===== config.mk =====
export PLATFORM = sky130hd
export DESIGN_NAME = mac_output_stage
export DESIGN_NICKNAME = d
export VERILOG_FILES = /design/src/rtl/mac_output_stage.sv
export SDC_FILE = /design/constraint.sdc
export NUM_CORES = 1
export LEC_CHECK = 0
export BUFFER_PORTS_ARGS = -buffer_cell sky130_fd_sc_hd__clkbuf_2
export CORE_ASPECT_RATIO = 1.25
export CORE_MARGIN = 3
export CORE_UTILIZATION = 65
export DETAILED_ROUTE_END_ITERATION = 16
export PLACE_DENSITY = 0.85
export SLEW_MARGIN = 10
export SYNTH_ARGS = -nofsm -noshare
export SYNTH_HDL_FRONTEND = slang
export SYNTH_SLANG_ARGS = --single-unit

===== constraint.sdc =====
create_clock -name clk -period 5.6 [get_ports clk]
set_input_delay 0.56 -clock clk [delete_from_list [all_inputs] [get_ports clk]]
set_output_delay 0.56 -clock clk [all_outputs]
set_load 0.05 [all_outputs]

===== src/rtl/mac_output_stage.sv =====
// mac_output_stage: captures MAC sums, adds per-channel bias, applies ReLU/saturation, buffers in a FWFT FIFO
module mac_output_stage #(
  parameter int BW = 16,
  parameter int LAT = 3,
  parameter int NUM_OUT = 16,
  parameter int FIFO_DEPTH = 4,
  parameter bit RELU = 1'b1
) (
  input  logic                            clk,
  input  logic                            rst_n,
  input  logic                            new_sum,
  input  logic [BW-1:0]                   mac_in,
  input  logic                            bias_wr_en,
  input  logic [$clog2(NUM_OUT)-1:0]      bias_wr_addr,
  input  logic [BW-1:0]                   bias_wr_data,
  input  logic                            out_ready,
  output logic                            out_valid,
  output logic [BW-1:0]                   out_data,
  output logic [$clog2(NUM_OUT)-1:0]      out_chan,
  output logic [$clog2(FIFO_DEPTH):0]     fifo_count,
  output logic                            overflow
);
  localparam int CW = $clog2(NUM_OUT);
  localparam int AW = $clog2(FIFO_DEPTH);
  logic armed_q, armed_d, s1_v_q, s1_v_d, s2_v_q, s2_v_d, ovf_q, ovf_d;
  logic [LAT-1:0] tap_q, tap_d;
  logic [CW-1:0] chan_q, chan_d, s1_chan_q, s1_chan_d, s2_chan_q, s2_chan_d;
  logic [BW:0] s1_q, s1_d, r;
  logic [BW-1:0] s2_q, s2_d;
  logic [BW-1:0] bias_q [NUM_OUT];
  logic [BW-1:0] bias_d [NUM_OUT];
  logic [CW+BW-1:0] mem_q [FIFO_DEPTH];
  logic [CW+BW-1:0] mem_d [FIFO_DEPTH];
  logic [AW-1:0] wr_q, wr_d, rd_q, rd_d;
  logic [AW:0] cnt_q, cnt_d;
  logic fire, pop, push;

  always_comb begin
    fire = tap_q[LAT-1];
    tap_d = (tap_q << 1) | LAT'(new_sum & armed_q);
    armed_d = armed_q | new_sum;
    bias_d = bias_q;
    if (bias_wr_en) bias_d[bias_wr_addr] = bias_wr_data;
    chan_d = fire ? (chan_q == CW'(NUM_OUT - 1) ? '0 : chan_q + CW'(1)) : chan_q;
    s1_d = fire ? {mac_in[BW-1], mac_in} + {bias_q[chan_q][BW-1], bias_q[chan_q]} : s1_q;
    s1_v_d = fire;
    s1_chan_d = fire ? chan_q : s1_chan_q;
    r = (RELU && s1_q[BW]) ? '0 : s1_q;
    s2_d = (r[BW] != r[BW-1]) ? {r[BW], {(BW-1){~r[BW]}}} : r[BW-1:0];
    s2_v_d = s1_v_q;
    s2_chan_d = s1_chan_q;
    out_valid = cnt_q != '0;
    pop = out_valid & out_ready;
    push = s2_v_q & ((cnt_q != (AW+1)'(FIFO_DEPTH)) | pop);
    ovf_d = ovf_q | (s2_v_q & ~push);
    mem_d = mem_q;
    if (push) mem_d[wr_q] = {s2_chan_q, s2_q};
    wr_d = wr_q + AW'(push);
    rd_d = rd_q + AW'(pop);
    cnt_d = cnt_q + (AW+1)'(push) - (AW+1)'(pop);
    {out_chan, out_data} = out_valid ? mem_q[rd_q] : '0;
    fifo_count = cnt_q;
    overflow = ovf_q;
  end

  always_ff @(posedge clk or negedge rst_n) begin
    if (!rst_n) begin
      armed_q <= 1'b0;
      tap_q <= '0;
      chan_q <= '0;
      s1_q <= '0;
      s1_v_q <= 1'b0;
      s1_chan_q <= '0;
      s2_q <= '0;
      s2_v_q <= 1'b0;
      s2_chan_q <= '0;
      bias_q <= '{default: '0};
      mem_q <= '{default: '0};
      wr_q <= '0;
      rd_q <= '0;
      cnt_q <= '0;
      ovf_q <= 1'b0;
    end else begin
      armed_q <= armed_d;
      tap_q <= tap_d;
      chan_q <= chan_d;
      s1_q <= s1_d;
      s1_v_q <= s1_v_d;
      s1_chan_q <= s1_chan_d;
      s2_q <= s2_d;
      s2_v_q <= s2_v_d;
      s2_chan_q <= s2_chan_d;
      bias_q <= bias_d;
      mem_q <= mem_d;
      wr_q <= wr_d;
      rd_q <= rd_d;
      cnt_q <= cnt_d;
      ovf_q <= ovf_d;
    end
  end
endmodule


# Word level (Yosys, flattened, before mapping)
# Cells that the tools add are included.
# Widths: inputs -> output; s select.
# word_totals
register_bits	395
inputBits	41
output_inout_bits	25
elab_cells	81
# op_classes
add_sub_neg	6
order_cmp	6
eq_ne	3
n_mux	16
bitwise_logic	14
n_reduce_logical	3
# ops
op	count
$bwmux 256	1
$bwmux 80	1
$mux 16	5
$mux 20	4
$bmux 16 s4	1
$demux 16 s4	1
$bmux 20 s2	1
$demux 20 s2	1
$add 16x16->17	1
$ge 5x5->1 const B	2
$not 4->5	2
$ge 3x3->1 const B	2
$not 2->3	2
$lt 5x1->1 const B	1
$add 2x1->2	2
$add 4x1->4 const B	1
$and 1x1->1	4
$eq 4x4->1 const B	1
$mux 4	1
$add 3x1->3	1
$lt 3x1->1 const B	1
$ne 3x3->1 const B	1
$or 1x1->1	3
$or 3x1->3	1
other kinds (6)	7

# Logic depth before layout (Yosys ltp)
# depth
depth_word	7
ltp_mapped	13
ltp_nobuf	10

# Worst setup path after synthesis
# No wires, ideal clock.
# synth_path
path_type	register to register
startpoint	reg chan_q[1]
endpoint	reg s1_q[6]
setup_time_ps	125
arrival_time_ps	3293
required_time_ps	5475
slack_ps	2183
path_stages_with_launch	14
n_path_buf	3
synth_period_minus_slack_ps	3417
cell_sequence	dfrtp_1 -> clkbuf_1 -> buf_2 -> clkbuf_1 -> mux4_2 -> mux4_2 -> ha_1 -> inv_1 -> fa_1 -> and2b_1 -> o2111ai_1 -> nand2_1 -> xor2_1 -> mux2_2
# synth_between
elab_chain_len	5
# synth_rtl
element	line_no	text
start, declared	27	logic [CW-1:0] chan_q, chan_d, s1_chan_q, s1_chan_d, s2_chan_q, s2_chan_d;
start signal, assigned	86	chan_q <= chan_d;
$not 4->5 (not written as such)	45	s1_d = fire ? {mac_in[BW-1], mac_in} + {bias_q[chan_q][BW-1], bias_q[chan_q]} : s1_q;
$bmux 16 s4	45	
$mux 16 (not written as such) (2 in a row)	45	
$add 16x16->17	45	
end signal, assigned	71	s1_q <= '0;
end signal, assigned	87	s1_q <= s1_d;
end, declared	28	logic [BW:0] s1_q, s1_d, r;
# Every way passes these cells. The select of a mux whose other input is x is not followed.
# A chain may end at the register's enable or synchronous reset.

# Worst setup path after layout
# layout_path
startpoint	reg chan_q[0]
endpoint	reg s1_q[7]
# The elaborated chain is that of the path after synthesis.

==> metrics.log <==
[metrics] result of the run: finished, final reports clean
[metrics] commonest cells after routing, fill and taps aside: 388 x sky130_fd_sc_hd__dfrtp_1, 231 x sky130_fd_sc_hd__mux2_2, 114 x sky130_fd_sc_hd__mux2_1
[metrics] total number of cells along the worst setup path: 8
[metrics] total area of multi-input combinational cells: 0.00759 mm²
[metrics] Via-to-Cell Ratio: 6.36
[metrics] top fanout value on the critical path: 32
[metrics] number of buffers and inverters on the critical path: 0
[metrics] first-pass GRT wire length: slightly above 60,000 µm
[metrics] count of pins over their slew limit: 0
[metrics] Clock transition at path regs: 60 ps
[metrics] top flip-flop cell by instance count after synthesis: sky130_fd_sc_hd__dfrtp_1
[metrics] total of fill cells in the finished design: 1,688
[metrics] final WL: 38,200 µm
[metrics] via count: 9,946
[metrics] PD cells: between 500 and 600 mW/mm²
[metrics] Post-Syn Instances: 1,146
[metrics] arrival time at the worst endpoint: around 4500 ps
[metrics] hold_buf cts: 0
[metrics] average detailed-routed wire length per instance: 24.4 µm
[metrics] slowest library cell on the worst path: sky130_fd_sc_hd__dfrtp_4
[metrics] Setup Buffers After CTS: 0
[metrics] initial core utilization: 66.1%
[metrics] post-layout min period: 4120 ps
[metrics] worst path cell trace: mux4_2, mux4_2, ha_1, a211o_1, a21oi_1, o21ai_1, xor2_1, mux2_2
[metrics] number of nets in the layout: around 1,300
[metrics] Max rail drop VDD: around 0.32 mV
[metrics] endpoint of the worst register-to-register path: s1_q[7]$_DFFE_PN0P_
[metrics] sequential cell area fraction in the yosys report: 54.9%
[metrics] clock root buffer: sky130_fd_sc_hd__clkbuf_16
[metrics] Crit path largest cell delay: 860 ps
[metrics] unrepaired setup endpoints after global routing: no
[metrics] die area: 0.0294 mm²
[metrics] Final Hold Violating Endpoints: 0
[metrics] standard-cell rows: 67
[metrics] total chip power: 11.1 mW
[metrics] die outline width: 154 µm
[metrics] post-synthesis instance area: 0.0178 mm²
[metrics] FF-to-FF Start: chan_q[0]$_DFFE_PN0P_
[metrics] setup slack, reg-to-reg: between 1000 and 1500 ps
[metrics] DP Worst Slack: 1520 ps
[metrics] Area Overhead vs Synth: 10.8%
[metrics] area of the core: 0.0269 mm²
[metrics] Fin Clk Skew: 10.6 ps
[metrics] smallest setup slack after layout: between 1000 and 1500 ps
[metrics] DRC marker count from the first detailed-route iteration: 521
[metrics] CTS H-tree depth: 2
[metrics] peak clock frequency supported by timing: 0.243 GHz
[metrics] CP delay by family, top: multiplexers
[metrics] final setup vio count: 0
[metrics] Pleak: 8.58 nW
[metrics] antenna violation net count after detailed routing: 0
[metrics] maximum clock insertion buffer count: 3
[metrics] number of port buffers: between 60 and 70
[metrics] syn avg cell area: approximately 16 µm²
[metrics] TritonCTS Buffers: 39
[metrics] largest net degree at the start of global routing: 133
[metrics] pin slew with the least headroom to its limit: around 1200 ps
[metrics] clock net sink count: 390
[metrics] die boundary height: 191 µm
[metrics] number of synthesized flops with an enable pin: 0
[metrics] hold slack final: between 100 and 150 ps
[metrics] clock tree from TritonCTS: built
[metrics] total DRC errors in the routed layout: 0
[metrics] Setup Crit Path Kind: flip-flop to flip-flop
[metrics] worst-case reg-to-reg path depth: 8
[metrics] worst hold-check path type: primary input to asynchronous set/reset pin
[metrics] Post-synth ARST share: 100%
[metrics] RD Place Congestion: around 0.87
[metrics] CP Launch Type: flip-flop
[metrics] data required time of the critical path: 6000 ps
[metrics] number of top-level pins: 66
[metrics] most frequent standard cell in the layout excluding fill and tap cells: sky130_fd_sc_hd__dfrtp_1
[metrics] worst-case headroom to the max-slew limit: roughly a fifth
[metrics] sum of negative setup slack: 0 ps
[metrics] vias in the first global route: roughly 11,000
[metrics] number of max-cap violations: 0
[metrics] fin crit share: 73.6%
[metrics] overall routing resource usage: 26.9%
[metrics] Sequential Area: 0.00976 mm²
[metrics] total number of yosys warnings: 0
[metrics] layout cell share with drive strength beyond 1: 40.6%
[metrics] total nets after synthesis: between 1,000 and 1,500
[metrics] clock network latency to the later pin of the worst-skew pair: ~520 ps
[metrics] global route overflow: 0
[metrics] flops & latches, synth: ~400
[metrics] post-DP HPWL: 23,500 µm
[metrics] category of the worst setup path capture point: flip-flop
[metrics] first drt pass iteration count: 5
[metrics] antenna violations before repair: 2
[metrics] cell seen most often among critical-path stages: sky130_fd_sc_hd__mux4_2
[metrics] number of gates given a new drive strength after cts: 0
[metrics] synth unique cells: 60
-- cells in the mapped netlist, drive strengths merged (2+ instances only) --
| cell type | n | area [µm²] |
|---|---|---|
| mux4 | 99 | 2230 |
| nor2b | 20 | 125 |
| nor2 | 44 | 165 |
| nor4b | 2 | 17.5 |
| nand2b | 3 | 21.3 |
| buf | 35 | 223 |
| nand2 | 21 | 81.3 |
| o21ai | 8 | 40.0 |
| a31oi | 2 | 12.5 |
| mux2 | 345 | 3880 |
| a21o | 7 | 52.6 |
| a211o | 5 | 43.8 |
| xnor2 | 6 | 52.6 |
| dfrtp | 390 | 9760 |
| fa | 2 | 40.0 |
| a21oi | 11 | 55.1 |
| nand3 | 7 | 40.0 |
| nor3 | 5 | 36.3 |
| or3 | 3 | 18.8 |
| clkbuf | 48 | 180 |
| o31ai | 4 | 30.0 |
| and4 | 3 | 26.3 |
| a211oi | 2 | 15.0 |
| nand3b | 6 | 45.0 |
| o21a | 4 | 30.0 |
| nand4 | 5 | 31.3 |
| xor2 | 6 | 52.6 |
| inv | 12 | 45.1 |
| ha | 21 | 263 |
-- metal layers --
layer | part of all wire (%) | track usage, % | up-vias
li1 | - | - | 4320
met1 | 40 | 34.2 | 5282
met2 | 52 | 47.1 | 235
met3 | 4.1 | 4.28 | 107
met4 | 3.7 | 10.3 | 2
met5 | 0.031 | 0 | -
-- stage by stage --
step	cell area, µm²	util [%]	instances
CTS	19700	73.2	1564
floorplan	17800	-	1146
finish	19700	73.2	1565
global route	19700	73.2	1564
detailed placement	18400	68.4	1498
global placement	18400	68.4	1498
-- how the worst max path moves through the flow --
stage                                from                   end  slack, ps
floorplan           chan_q[1]$_DFFE_PN0P_   s1_q[6]$_DFFE_PN0P_       2180
global placement    chan_q[0]$_DFFE_PN0P_   s1_q[7]$_DFFE_PN0P_       1550
detailed placement  chan_q[0]$_DFFE_PN0P_   s1_q[7]$_DFFE_PN0P_       1520
CTS                 chan_q[0]$_DFFE_PN0P_   s1_q[7]$_DFFE_PN0P_       1510
finish              chan_q[0]$_DFFE_PN0P_   s1_q[7]$_DFFE_PN0P_       1480
global route        chan_q[0]$_DFFE_PN0P_  s1_q[15]$_DFFE_PN0P_       1180
-- logic make-up (layout without fill, tap and decap cells) --
group	count (synthesis)	count (layout)	share of synthesized area, %
adder cells (fa/ha/maj)	23	23	1.70
XOR/XNOR	12	12	0.591
other	1	2	0.0211
buffers and inverters	95	168	2.52
flip-flops	390	390	54.9
AO/OA/AOI/OAI	56	56	2.22
multiplexers	444	444	34.4
AND/OR/NAND/NOR	125	125	3.67
-- cell type report --
type / instances / area share (%)
Antenna cell: 1 / 0.0127
Clock buffer: 47 / 5.37
Clock inverter: 19 / 1.17
Inverter: 12 / 0.229
Multi-Input combinational cell: 661 / 38.5
Sequential cell: 390 / 49.6
Tap cell: 345 / 2.19
Timing Repair Buffer: 90 / 2.92
-- state kept, by name, indices dropped and copies added (netlist names) --
signal      cells
armed_q         1
bias_q        256
chan_q          4
fifo_count      3
mem_q          76
overflow        1
rd_q            2
s1_chan_q       4
s1_q           17
s1_v_q          1
s2_chan_q       4
s2_q           15
s2_v_q          1
tap_q           3
wr_q            2
-- where the power goes --
part | leakage (nW) | total [mW] | switching [mW] | internal, mW
clock | 0.640 | 2.64 | 1.07 | 1.58
combinational | 3.21 | 4.10 | 2.09 | 2.01
sequential | 4.73 | 4.41 | 0.687 | 3.72
total | 8.58 | 11.1 | 3.84 | 7.31
No activity file was read; power rests on OpenSTA's default activity.
